==> src/rtl/relax_writeback_stage.sv <==
// Bellman-Ford relax/writeback stage: one edge per cycle, registered distance write,
// per-pass change tracking. Define RELAX_FWD_EN to enable single-entry write forwarding.
module relax_writeback_stage #(
    parameter int WORD_SIZE = 8,
    parameter int CNT_SIZE  = 16
) (
    input  logic                 clk,
    input  logic                 clear,
    input  logic                 enable,
    input  logic                 pass_start,
    input  logic                 valid_in,
    input  logic                 last_edge,
    input  logic [WORD_SIZE-1:0] u_idx,
    input  logic [WORD_SIZE-1:0] in_data1,
    input  logic [WORD_SIZE-1:0] in_data2,
    input  logic [WORD_SIZE-1:0] in_data3,
    input  logic [WORD_SIZE-1:0] in_data4,
    output logic                 wr_en,
    output logic [WORD_SIZE-1:0] wr_addr,
    output logic [WORD_SIZE-1:0] wr_data,
    output logic                 changed,
    output logic [CNT_SIZE-1:0]  relax_count,
    output logic                 pass_done,
    output logic                 busy
);

    typedef enum logic [1:0] {IDLE, RUN, DRAIN, DONE} state_t;

    localparam logic [WORD_SIZE-1:0]      INF      = {1'b0, {(WORD_SIZE-1){1'b1}}};
    localparam logic signed [WORD_SIZE:0] CAND_MAX = {2'b00, {(WORD_SIZE-2){1'b1}}, 1'b0};
    localparam logic signed [WORD_SIZE:0] CAND_MIN = {2'b11, {(WORD_SIZE-1){1'b0}}};

    state_t                state_q, state_d;
    logic                  wr_en_q, wr_en_d;
    logic [WORD_SIZE-1:0]  wr_addr_q, wr_addr_d;
    logic [WORD_SIZE-1:0]  wr_data_q, wr_data_d;
    logic                  changed_q, changed_d;
    logic [CNT_SIZE-1:0]   relax_count_q, relax_count_d;

    logic [WORD_SIZE-1:0]  u_eff, v_eff, cand;
    logic signed [WORD_SIZE:0] sum;
    logic                  improve, start;

`ifdef RELAX_FWD_EN
    // The write retiring this cycle has not reached distance memory yet; bypass it.
    always_comb begin
        u_eff = (wr_en_q && (wr_addr_q == u_idx))    ? wr_data_q : in_data1;
        v_eff = (wr_en_q && (wr_addr_q == in_data4)) ? wr_data_q : in_data3;
    end
`else
    logic fwd_unused;
    assign fwd_unused = ^u_idx;
    always_comb begin
        u_eff = in_data1;
        v_eff = in_data3;
    end
`endif

    always_comb begin
        sum = $signed({u_eff[WORD_SIZE-1], u_eff}) + $signed({in_data2[WORD_SIZE-1], in_data2});
        if (sum > CAND_MAX)
            cand = CAND_MAX[WORD_SIZE-1:0];
        else if (sum < CAND_MIN)
            cand = CAND_MIN[WORD_SIZE-1:0];
        else
            cand = sum[WORD_SIZE-1:0];
        improve = valid_in && (state_q == RUN) && (u_eff != INF) && ($signed(cand) < $signed(v_eff));
        start   = (state_q == IDLE) && pass_start;
    end

    always_comb begin
        state_d = state_q;
        unique case (state_q)
            IDLE:  if (pass_start) state_d = RUN;
            RUN:   if (valid_in && last_edge) state_d = DRAIN;
            DRAIN: state_d = DONE;
            DONE:  state_d = IDLE;
            default: state_d = IDLE;
        endcase

        wr_en_d   = improve;
        wr_addr_d = improve ? in_data4 : wr_addr_q;
        wr_data_d = improve ? cand     : wr_data_q;

        changed_d     = changed_q | improve;
        relax_count_d = relax_count_q;
        if (improve && (relax_count_q != '1))
            relax_count_d = relax_count_q + CNT_SIZE'(1);
        if (start) begin
            changed_d     = 1'b0;
            relax_count_d = '0;
        end
    end

    // A stall drops the strobe so a write is never issued twice; all else holds.
    always_ff @(posedge clk) begin
        if (clear) begin
            state_q       <= IDLE;
            wr_en_q       <= 1'b0;
            wr_addr_q     <= '0;
            wr_data_q     <= '0;
            changed_q     <= 1'b0;
            relax_count_q <= '0;
        end else if (enable) begin
            state_q       <= state_d;
            wr_en_q       <= wr_en_d;
            wr_addr_q     <= wr_addr_d;
            wr_data_q     <= wr_data_d;
            changed_q     <= changed_d;
            relax_count_q <= relax_count_d;
        end else begin
            wr_en_q       <= 1'b0;
        end
    end

    assign wr_en       = wr_en_q;
    assign wr_addr     = wr_addr_q;
    assign wr_data     = wr_data_q;
    assign changed     = changed_q;
    assign relax_count = relax_count_q;
    assign pass_done   = (state_q == DONE);
    assign busy        = (state_q != IDLE);

endmodule

==> config.mk <==
export PLATFORM = sky130hd
export DESIGN_NAME = relax_writeback_stage
export DESIGN_NICKNAME = d
export VERILOG_FILES = /design/src/rtl/relax_writeback_stage.sv
export SDC_FILE = /design/constraint.sdc
export NUM_CORES = 1
export LEC_CHECK = 0
export ABC_CLOCK_PERIOD_IN_PS = 4700
export CAP_MARGIN = 20
export CORE_MARGIN = 2
export CORE_UTILIZATION = 41
export DETAILED_ROUTE_END_ITERATION = 10
export GPL_TIMING_DRIVEN = 0
export PLACE_DENSITY = 0.83
export SYNTH_ARGS = -nofsm -noshare
export SYNTH_HDL_FRONTEND = slang
export SYNTH_SLANG_ARGS = --single-unit
==> constraint.sdc <==
create_clock -name clk -period 4.7 [get_ports clk]
set_clock_uncertainty 0.15 [all_clocks]
set_input_delay 0.94 -clock clk [delete_from_list [all_inputs] [get_ports clk]]
set_output_delay 0.94 -clock clk [all_outputs]
set_load 0.03 [all_outputs]
==> impl_metrics.ini <==
[power]
pwr-share-clk_pct = 19.8
power-per-cell-area_mw_per_mm2 = 247
p_leak_nw = 1.64
power_frac_seq_pct = 31.4
pwr-share-comb_pct = 48.8
p_int_w = 0.000639
switchingPower_w = 0.000362
swShare_pct = 36.1
fin_total_pwr_w = 0.00100
peakVddDrop_mv = 0.174

[clock_tree]
htree_levels = 2
cts_tree = yes
cts_buffers = 5
clock-sinks = 36
clk_latency_ps = 290
cts-root-buf = clkbuf_8
clkSlewWorstSetupHoldPaths_ps = 70
cts_max_path_buffers = 2

[layout]
instances_no_fill = 459
n_antenna_cell = 0
drive_above_1_share_pct = 29.7
area_growth_pct = 72.5
post-route-util_pct = 73.6
nets = 457

[synthesis]
synth_ff_type = dfxtp_1
synth_adder_area_share_pct = 12.9
avgSynthCellArea_um2 = 8.61
yosys.area.top_type = dfxtp_1
synth_top_family_by_area = simple AND/OR/NAND/NOR gates
synth_top_cell_area_share_pct = 30.7
synth_cell_type_count = 56
synth_compound_area_share_pct = 20.2
synth_cells = 273
synthesis.nets = 341
synthXorXnorAreaFrac_pct = 4.05
async_flop_share_pct = 0
synthSimpleGateAreaFrac_pct = 21.5
synth_seq_area_share_pct = 30.7
yosys-mux-area-fraction_pct = 5.59
yosys-top-cells-area = dfxtp_1 (31%), ha_1 (11%), mux2i_1 (5.1%)
synth_edf_count = 0
syn_area_mm2 = 0.00235
ys_ff_latch = 36
ys_warn_count = 0

[flow_run]
max_cap_viol_count = 0

[sta]
setup_violations = 33
fin_crit_ps = 4970
tightest_slew_ps = 692
final_hold_viol_count = 0
drv_slew = 0
setup_ws_ps = -267
relSlewSlack_pct = 53.7
rsz0062_at_grt = true
max_clock_freq_mhz = 201
period_share_pct = 106
tns_ps = -3270

[detailed_routing]
ant_nets = 0
routed-wl-met2_um = 4330
dr.pass1.iters = 5
num_vias = 2761
routed.top_layer = met4
dr_wl_met3_um = 691
avgRoutedWirePerCell_um = 19.5
drt_iter0_drc = 224
wl_met1_um = 3380
post_drt_via_cell_ratio = 6.02
routed_wl_um = 8950
drc_errors = 0

[worst_setup_path]
r2r_setup_slack_ps = 2070
crit_chain = buf_2, inv_1, fa_2, nand2b_4, a21oi_4, a31oi_4, a221oi_4, nor2_4, o21ai_4, ha_4, o21a_1, o2111ai_2, a31oi_4, buf_6, a21oi_4, o21ai_4, buf_8, buf_12, nor3_1, a31o_4
r2r_cells = 8
required_ps = 4780
worstSetupPathType = input port to register
worstPathArrival_ps = 5050
rr_startpoint = relax_count[7]
startpoint_type = input port
setup.worst_path.start = in_data1[1]
slowest_delay_ps = 490
critical_path.endpoint_type = register
r2r_end = relax_count[13]
cpMaxStageDelayCell = a221oi_4
crit_path_max_fanout = 5

[die]
rows = 27
die_area_mm2 = 0.00635
initial_core_util_pct = 42.7
io_pins = 82
die_x_um = 79.7
die_height_um = 79.7
core_mm2 = 0.00551

[worst_hold_path]
min_path_type = register to register
whs_path_depth = 2
hp-start = wr_data[5]
hold-path-endpoint = wr_data[5]

[outcome]
violations = negative setup slack
status = finished with violations

[placement]
portBuffers = 73
place_congestion = 0.824
dp.cells = 418
dp_hpwl_um = 4660

[grt]
track_usage_pct = 24.2
grt_remaining_overflow = 0
grt_pass1_wl_um = 12100
grt_max_degree = 11
grt_pass1_vias = 2545
antenna_found_initial = 0
[worst max-delay path: cells and delay by family]
family	cells	cell delay, ps
buf+inv	5	680
simple gates	3	660
compound gates	10	2130
fa+ha+maj	2	630
[cell families (layout without fill, tap and decap cells)]
family,after synthesis,in the layout
buffers and inverters,26,140
muxes,13,13
xor gates and xnor gates,10,10
AOI/OAI and AO/OA,65,65
adders and majority gates,24,24
DFF,36,36
and+or+nand+nor,99,99
[worst max path at each step]
stage	end	slack [ps]	depth (start not counted)
4_1_cts	wr_addr[7]	10	17
3_5_place_dp	wr_addr[7]	-1090	21
5_1_grt	wr_data[0]	-320	20
2_1_floorplan	relax_count[13]	9	17
6_report	wr_data[0]	-270	20
3_3_place_gp	wr_addr[7]	-1010	21
[area by class of cell]
type | instances | area, µm²
well taps | 72 | 90.1
plain buffers | 7 | 53.8
multi-input cells | 211 | 1990
inverters | 19 | 71.3
flip-flops and latches | 36 | 721
fillers | 313 | 1450
clock buffers | 5 | 68.8
repair buffers | 109 | 1050
[sequential cells by signal (all words and copies together), names as in the netlist]
register / cells
wr_addr: 8
wr_en: 1
changed: 1
state_q: 2
wr_data: 8
relax_count: 16
[per-layer routing]
layer | vias to the layer above | track usage [%]
met4 | 0 | 10.0
met1 | 1288 | 27.3
li1 | 1229 | -
met3 | 57 | 6.11
met2 | 187 | 43.2
met5 | - | 0
[what timing repair did]
| item | 4_1_cts | 5_1_grt |
|---|---|---|
| hold buffers | 0 | 0 |
| hold endpoints to repair | 0 | 0 |
| buffers inserted | 23 | 13 |
| pin swaps | 24 | 39 |
| cloned | 1 | 0 |
| resized for setup | 50 | 52 |
| setup endpoints to repair | 34 | 34 |
[Yosys cell counts (all sizes together) (5+ instances only)]
cell type	number
ha	21
xnor2	6
inv	19
dfxtp	36
and2	5
or3	5
and3	6
nor2	25
o21ai	12
o2111ai	5
mux2i	12
or4	5
a21oi	19
nand3	10
nand2	21
[cell usage in the layout (no fill, tap or decap), types with 3 or more instances in the layout]
cell type	n
o211ai_1	3
a21oi_2	6
clkbuf_1	3
mux2i_1	11
or3_1	4
nand3_2	3
xor2_1	3
o31ai_4	4
and2_1	5
dfxtp_1	36
nand4_1	4
a21o_1	3
nand2b_1	3
nand3_1	7
a21oi_4	4
and3_1	6
o21ai_0	4
a31oi_4	3
dlygate4sd2_1	6
clkbuf_8	5
a21oi_1	9
inv_1	17
ha_1	8
xnor2_2	4
nand2_1	19
clkdlybuf4s50_1	63
nor3_1	3
or4_1	4
buf_8	3
o21ai_1	4
buf_6	5
o2111ai_1	4
ha_4	13
buf_4	30
nor2_1	23
[stage by stage]
stage               instance area, µm²  hold slack [ps]  setup slack (ps)
detailed placement                3230              299             -1090
global route                      4050              347              -323
global placement                  3230              293             -1010
finish                            4050              311              -267
floorplan                         2410              368              8.79
CTS                               3700              308              12.8
[power by group through the flow]
stage	clock (W)	combinational [W]	sequential, W
2_1_floorplan	0	0.000185	0.000328
3_3_place_gp	0	0.000271	0.000321
3_5_place_dp	0	0.000276	0.000321
4_1_cts	0.000198	0.000370	0.000314
5_1_grt	0.000215	0.000510	0.000315
6_report	0.000199	0.000488	0.000314
No activity file was read; power rests on OpenSTA's default activity.
==> RTL edit: new RTL, same flow settings <==
Re-encode `state_t` (4 states) as Gray code, 2 bits wide.
--- a/src/rtl/relax_writeback_stage.sv
+++ b/src/rtl/relax_writeback_stage.sv
@@ -24,7 +24,7 @@
     output logic                 busy
 );
 
-    typedef enum logic [1:0] {IDLE, RUN, DRAIN, DONE} state_t;
+    typedef enum logic [1:0] {IDLE = 2'b00, RUN = 2'b01, DRAIN = 2'b11, DONE = 2'b10} state_t;
 
     localparam logic [WORD_SIZE-1:0]      INF      = {1'b0, {(WORD_SIZE-1){1'b1}}};
     localparam logic signed [WORD_SIZE:0] CAND_MAX = {2'b00, {(WORD_SIZE-2){1'b1}}, 1'b0};
Behaviour: same outputs for any inputs over 10 cycles, from zero or initial values; not proved beyond that.
==> RTL edit against the original RTL <==
  * The flow still finishes with violations (setup timing)
  * Wire length decreased by 8.6%
  * Final area decreased by 6.5%
  * Sequential share of layout area increased by 1.2 points
  * Combinational power decreased by 4.7%
  * Power increased by 6.0%
  * Setup slack improved by 250 ps
  * Sequential cell count unchanged
  * Critical path type unchanged
  * Hold slack improved by 19 ps
  * Via count decreased by 0.54%
  * Area after synthesis increased by 0.64%
==> RTL edit: results (changes against the original RTL) <==
mux contribution to synthesized area: 0.0217 (-0.0342)
Max VDD drop: 159 uV (-8.5%)
Cells after DPL: 434 (+3.8%)
first-pass GRT wire length: 11,800 um (-2.2%)
hold_ws: 331 ps (+19.4 ps)
metal3 WL: 525 um (-24%)
r2r setup slk: 2120 ps (+50 ps)
M1 GR Usage: 0.277 (+0.00365)
Synth Area in XOR/XNOR: 0.0185 (-0.0220)
hold worst-path end: wr_addr[2]
Slew @ Worst Pin: 613 ps (-78.6 ps)
layout cells sized above 1: 0.242 (-0.0547)
final setup fails: 4 (-88%)
min-delay src: wr_addr[2]
inverter count: 16 (-3)
Final nets: 458 (+0.22%)
P_leak: 1.47 nW (-10%)
most frequent cells after synthesis: 36 x dfxtp_1, 35 x a21oi_1, 22 x nand3_1, 22 x o21ai_0, 20 x nand2_1
fin cells: 468 (+2.0%)
Mapped Area: 2360 um^2 (+0.64%)
Seq/Total Area, Yosys: 0.305 (-0.00195)
Critical R2R Launch: state_q[0]
RD Place Congestion: 0.836 (+1.4%)
nonclk buf count: 111 (-4.3%)
Worst path max stage delay: 410 ps (-80 ps)
post-route setup slack: -17.3 ps (+249 ps)
routing usage on met2: 0.422 (-0.0103)
failing checks: setup timing
adder-cell share of the synthesized area: 0.102 (-0.0273)
Met1 Routed Length: 3160 um (-6.6%)
largest net degree at the start of global routing: 13 (+2)
Layout clock area frac: 0.0294 (+0.0124)
WL per Instance: 17.5 um (-10%)
CP max-delay cell: fa_2
DP Area: 3190 um^2 (-1.4%)
Worst EP arrival: 4810 ps (-240 ps)
multi-input combinational area share: 0.472 (-0.0197)
Avg Cell Area, Syn: 8.18 um^2 (-4.9%)
Non-clock buffer share: 0.268 (-0.00562)
worst setup path end: relax_count[12]
#MultiIn Comb: 225 (+6.6%)
Met2 Wirelength: 4250 um (-1.8%)
Worst R2R Path Depth: 7 (-1)
number of vias per cell: 5.87 (-2.5%)
Synthesized Nets: 352 (+3.2%)
outcome: complete, but fails checks
==> RTL edit: cell count changes after synthesis, moves of 8 or more <==
cell | unedited run | this run
nor2_1 | 24 | 10
o21ai_0 | 10 | 22
mux2i_1 | 12 | 4
nand3_1 | 10 | 22
a21oi_1 | 17 | 35
==> RTL edit: repair_timing <==
action	4_1_cts	5_1_grt
cloned	1	0
hold buffers	0	0
endpoints found under the setup margin	34	33
setup buffers	18	8
pin swaps	28	36
endpoints found under the hold margin	0	0
resized for setup	47	34
==> RTL edit: where the power goes <==
| group | total [mW] | switching (mW) | internal [mW] |
|---|---|---|---|
| combinational | 0.465 | 0.242 | 0.223 |
| sequential | 0.312 | 0.00333 | 0.309 |
| clock | 0.283 | 0.125 | 0.157 |
==> RTL edit: critical path, delay by kind of cell <==
kind	cells	cell delay, ps
xor gates and xnor gates	1	290
AOI/OAI and AO/OA	7	1230
and+or+nand+nor	5	930
buffers and inverters	5	790
adders and majority gates	2	630
